`config.mk`:
```
export PLATFORM = sky130hd
export DESIGN_NAME = coeff_writer
export DESIGN_NICKNAME = d
export VERILOG_FILES = /design/src/rtl/coeff_writer.sv
export SDC_FILE = /design/constraint.sdc
export NUM_CORES = 1
export LEC_CHECK = 0
export CAP_MARGIN = 15
export CORE_ASPECT_RATIO = 2
export CORE_MARGIN = 2
export CORE_UTILIZATION = 35
export CTS_CLUSTER_DIAMETER = 100
export CTS_CLUSTER_SIZE = 10
export DETAILED_ROUTE_END_ITERATION = 16
export HOLD_SLACK_MARGIN = 0.03
export PLACE_DENSITY = 0.58
export SLEW_MARGIN = 20
export SYNTH_ARGS = -nofsm -noshare
export SYNTH_HDL_FRONTEND = slang
export SYNTH_SLANG_ARGS = --single-unit
```
`constraint.sdc`:
```
create_clock -name clk -period 3.75 [get_ports clk]
set_clock_uncertainty 0.1 [all_clocks]
set_input_delay 1.125 -clock clk [delete_from_list [all_inputs] [get_ports clk]]
set_output_delay 1.125 -clock clk [all_outputs]
set_load 0.02 [all_outputs]
```
`src/rtl/coeff_writer.sv`:
```
// Coefficient loader: parses framed tap bytes, checks the XOR checksum,
// then burst-writes eight 16-bit taps into the coefficient RAM.
module coeff_writer #(
  parameter int         NUM_TAPS = 8,
  parameter logic [3:0] HDR_TAG  = 4'hA
) (
  input  logic        clk,
  input  logic        reset,
  input  logic        in_valid,
  input  logic [7:0]  in_byte,
  input  logic        abort,
  output logic        in_ready,
  output logic        wr_en,
  output logic [6:0]  wr_addr,
  output logic [15:0] wr_data,
  output logic        busy,
  output logic        done,
  output logic        err
);

  typedef enum logic [1:0] {
    IDLE,
    LOAD,
    CHK,
    COMMIT
  } state_t;

  state_t      state;
  state_t      state_nx;
  logic [3:0]  count;
  logic [3:0]  filter;
  logic [7:0]  csum;
  logic [7:0]  tap_hi [NUM_TAPS];
  logic [7:0]  tap_lo [NUM_TAPS];

  logic        acc;
  logic        hdr_ok;
  logic        csum_ok;
  logic        last_wr;
  logic [2:0]  nk;

  // abort masks acceptance, so a byte presented with it is dropped
  assign acc     = in_valid & in_ready & ~abort;
  assign hdr_ok  = (in_byte[7:4] == HDR_TAG);
  assign csum_ok = (in_byte == csum);
  assign last_wr = (wr_addr[2:0] == 3'd7);
  assign nk      = wr_addr[2:0] + 3'd1;

  always_ff @(posedge clk or negedge reset) begin
    if (!reset) state <= IDLE;
    else        state <= state_nx;
  end

  always_comb begin
    state_nx = state;
    unique case (state)
      IDLE:   if (acc && hdr_ok) state_nx = LOAD;
      LOAD: begin
        if (abort)                    state_nx = IDLE;
        else if (acc && count == 4'd15) state_nx = CHK;
      end
      CHK: begin
        if (abort)    state_nx = IDLE;
        else if (acc) state_nx = csum_ok ? COMMIT : IDLE;
      end
      COMMIT: if (last_wr) state_nx = IDLE;
    endcase
  end

  always_comb begin
    in_ready = (state != COMMIT);
    busy     = (state != IDLE);
  end

  always_ff @(posedge clk or negedge reset) begin
    if (!reset) begin
      count   <= '0;
      filter  <= '0;
      csum    <= '0;
      wr_en   <= 1'b0;
      wr_addr <= '0;
      wr_data <= '0;
      done    <= 1'b0;
      err     <= 1'b0;
    end else begin
      done <= 1'b0;
      err  <= 1'b0;
      unique case (state)
        IDLE: begin
          if (acc) begin
            if (hdr_ok) begin
              filter <= in_byte[3:0];
              csum   <= in_byte;
              count  <= '0;
            end else begin
              err <= 1'b1;
            end
          end
        end
        LOAD: begin
          if (acc) begin
            csum  <= csum ^ in_byte;
            count <= count + 4'd1;
          end
        end
        CHK: begin
          if (acc) begin
            if (csum_ok) begin
              wr_en   <= 1'b1;
              wr_addr <= {filter, 3'd0};
              wr_data <= {tap_hi[0], tap_lo[0]};
            end else begin
              err <= 1'b1;
            end
          end
        end
        COMMIT: begin
          if (last_wr) begin
            wr_en <= 1'b0;
            done  <= 1'b1;
          end else begin
            wr_addr <= {filter, nk};
            wr_data <= {tap_hi[nk], tap_lo[nk]};
          end
        end
      endcase
    end
  end

  // tap buffer needs no reset: only taps of the current frame are read
  always_ff @(posedge clk) begin
    if (state == LOAD && acc) begin
      if (count[0]) tap_lo[count[3:1]] <= in_byte;
      else          tap_hi[count[3:1]] <= in_byte;
    end
  end

endmodule

```
==> summary.md <==
| Metric | Value |
|---|---|
| Status | `completed` |
| Clock power frac | `24.8%` |
| Peak supply drop | `0.000449 V` |
| Maximum capacitance violations | `0` |
| TNS Setup | `0 ns` |
| Mean Syn Cell Area | `15.4 um2` |
| Ys async rst share | `25.6%` |
| I/O Buffers | `39` |
| Avg WL per Cell | `22.1 um` |
| Startpoint class of the critical path | `flip-flop` |
| Via density | `5.35` |
| Insertion delay to the later sink of the worst-skew pair | `0.43 ns` |
| CTS Hold Bufs | `0` |
| Vias | `4304` |
| CP startpoint | `state[1]$_DFFE_PN0P_` |
| CTS buffer count | `17` |
| Min cycle time layout | `3.17 ns` |
| Die area | `21400 um2` |
| M1 GR Usage | `17.7%` |
| Fin. Hold Viols | `0` |
| CTS tree | `yes` |
| P per Cell Area | `805 nW/um2` |
| RSZ-0062 raised after global routing | `false` |
| Switch share | `36.2%` |
| Setup CP Type | `flip-flop to output pin` |
| Footprint of the multi-input gates | `1960 um2` |
| Post-synthesis net count | `474` |
| Hold Crit Class | `flip-flop to flip-flop` |
| Synth unique cells | `42` |
| Least-Margin Pin Slew | `0.861 ns` |
| Met3 usage | `3.15%` |
| Top Ports | `40` |
| Top FF cell, synth | `edfxtp_1` |
| Final period utilization | `84.6%` |
| Register area share after synthesis | `70.1%` |
| First-pass GRT wire length | `27.0 mm` |
| Total setup buffers inserted after CTS | `0` |
| Antenna Diode Count | `0` |
| Worst r2r dst | `wr_data[4]$_DFFE_PN0P_` |
| DR DRC count | `0` |
| # rows | `73` |
| Worst r2r path cells | `6` |
| Min-Delay Path Depth | `1` |
| Internal power | `4.36 mW` |
| Met2 Use GR | `31.9%` |
| Most numerous cell in the Yosys netlist | `edfxtp_1` |
| Post-Syn Area | `7050 um2` |
| Detailed placement HPWL | `12.5 mm` |
| EDFF count, synth | `128` |
| Cell count after synthesis | `459` |
| Slowest CP cell | `clkdlybuf4s50_1` |
| Required @ worst endpoint | `2.52 ns` |
| R2R Setup Slk | `1.05 ns` |
| Critical path capture point | `busy` |
| Crit path cell chain | `inv_1 -> nand2_1 -> clkdlybuf4s50_1` |
| Syn-to-layout area delta | `20.5%` |
| Crit end category | `output pin` |
| Largest net degree at the start of global routing | `32` |
| H-tree levels | `4` |
| Yosys top cell area share | `54.5%` |
| Clk slew on worst S/H paths | `0.07 ns` |
| Combinational share of power | `39.3%` |
| Post_cts resized | `0` |
| Core region area | `19800 um2` |
| Slew headroom | `42.4%` |
| NetSw | `2.48 mW` |
| Placer Congestion | `0.842` |
| FF/Latch Area | `4940 um2` |
| GRT busiest layer | `met2` |
| Fin. max-slew vios | `0` |
| Post-synth top area cell | `edfxtp_1` |
| Setup violation total in the final timing report | `0` |
| LEAKAGE | `3.13 nW` |
| Die Y | `205 um` |
| Flops & latches, synth | `172` |
| Clk buf depth | `2` |
| DR iter-0 viols | `260` |
| DRT antenna net count | `0` |
| Initial antenna violation count | `0` |
| Top post-synthesis cells by count | `edfxtp_1, mux2i_1, dfrtp_1` |
| CP max stage delay | `0.62 ns` |
| CP bufs+invs | `2` |
| Fillers | `1795` |
| CP max FO | `13` |
| DRT Wirelength | `17.8 mm` |
| Total GRT Usage | `17.3%` |
| Crit path max-delay family | `buffers and inverters` |
| Total number of yosys warnings | `0` |
| Die width | `104 um` |
| Grt ovf | `0` |
| Reg power frac | `35.9%` |
| First-pass DRT Iterations | `5` |
| Layout cell share with drive strength beyond 1 | `19.9%` |
| Clock Sinks | `172` |
| CTS root buf | `clkbuf_16` |
| Nets | `545` |
| Area contributors post-synth | `edfxtp_1, dfrtp_1, mux2i_1` |
| WP depth | `3` |
| Fmax | `315 MHz` |
| Critical Path AT | `1.95 ns` |
| Power Total | `6.84 mW` |
| R2r startpoint | `wr_addr[1]$_DFFE_PN0P_` |
| Vias in the first global route | `4557` |
| Initial Util | `35.6%` |
-- cell families after synthesis --
group / Yosys count / share of synthesized area (%)
AOI/OAI and AO/OA: 80 / 8.78
and+or+nand+nor: 92 / 6.21
DFF: 172 / 70.1
buffers and inverters: 28 / 2.09
adders and majority gates: 3 / 0.532
muxes: 76 / 11.3
xor gates and xnor gates: 8 / 0.993
-- metal layers --
| layer | vias up | wire, um | part of all wire (%) |
|---|---|---|---|
| met2 | 115 | 9890 | 56 |
| met4 | 0 | 964 | 5.4 |
| met1 | 2199 | 6390 | 36 |
| met3 | 45 | 531 | 3.0 |
| li1 | 1945 | - | - |
| met5 | - | 0 | 0 |
-- power groups by stage --
| stage | sequential, mW | combinational, mW | clock [mW] |
|---|---|---|---|
| floorplan | 2.57 | 1.73 | 0 |
| global route | 2.49 | 2.88 | 1.80 |
| detailed placement | 2.49 | 2.71 | 0 |
| CTS | 2.46 | 2.72 | 1.73 |
| global placement | 2.49 | 2.66 | 0 |
| finish | 2.46 | 2.69 | 1.69 |
-- final cells by class --
class,instances,area share [%]
Clock buffer,17,5.01
Timing Repair Buffer,76,7.95
Tap cell,262,3.86
Multi-Input combinational cell,259,23.1
Clock inverter,15,1.71
Sequential cell,172,58.2
Inverter,4,0.177
-- metrics by stage --
step           hold slack [ns]  setup slack (ns)  utilization (%)  instances  area (um2)
2_1_floorplan            0.375             0.790                -        459        7050
3_3_place_gp             0.386             0.331             40.0        773        7930
3_5_place_dp             0.391             0.297             40.0        773        7930
4_1_cts                  0.407             0.583             42.9        805        8500
5_1_grt                  0.421             0.470             42.9        805        8500
6_report                 0.407             0.578             42.9        805        8500
-- worst min path at each step --
stage | start | end | slack (ns)
finish | filter[3]$_DFFE_PN0P_ | wr_addr[6]$_DFFE_PN0P_ | 0.41
global route | filter[3]$_DFFE_PN0P_ | filter[3]$_DFFE_PN0P_ | 0.42
CTS | filter[3]$_DFFE_PN0P_ | wr_addr[6]$_DFFE_PN0P_ | 0.41
detailed placement | filter[3]$_DFFE_PN0P_ | wr_addr[6]$_DFFE_PN0P_ | 0.39
global placement | filter[3]$_DFFE_PN0P_ | filter[3]$_DFFE_PN0P_ | 0.39
floorplan | filter[2]$_DFFE_PN0P_ | wr_addr[5]$_DFFE_PN0P_ | 0.37
-- layout by cell type (no fill, tap or decap), drive strengths merged, types with 16 or more instances in the layout --
cell type	n
mux2i	47
buf	38
a221o	16
clkdlybuf4s50	38
edfxtp	128
mux2	29
nor2	41
dfrtp	44
clkbuf	17
o22ai	23
-- state kept, by name, summed over array words and instances, names as in the netlist --
name     cells
tap_hi      64
state        2
csum         8
wr_en        1
err          1
filter       4
count        4
wr_data     16
tap_lo      64
wr_addr      7
done         1
-- worst reg2reg max path, delay by kind of cell (launching register included) --
kind / cells / cell delay (ns)
buffers and inverters: 1 / 0.35
AO/OA/AOI/OAI: 2 / 0.53
flip-flops: 1 / 0.43
adder cells (fa/ha/maj): 1 / 0.74
AND/OR/NAND/NOR: 1 / 0.08
multiplexers: 1 / 0.36
No activity file was read; power rests on OpenSTA's default activity.
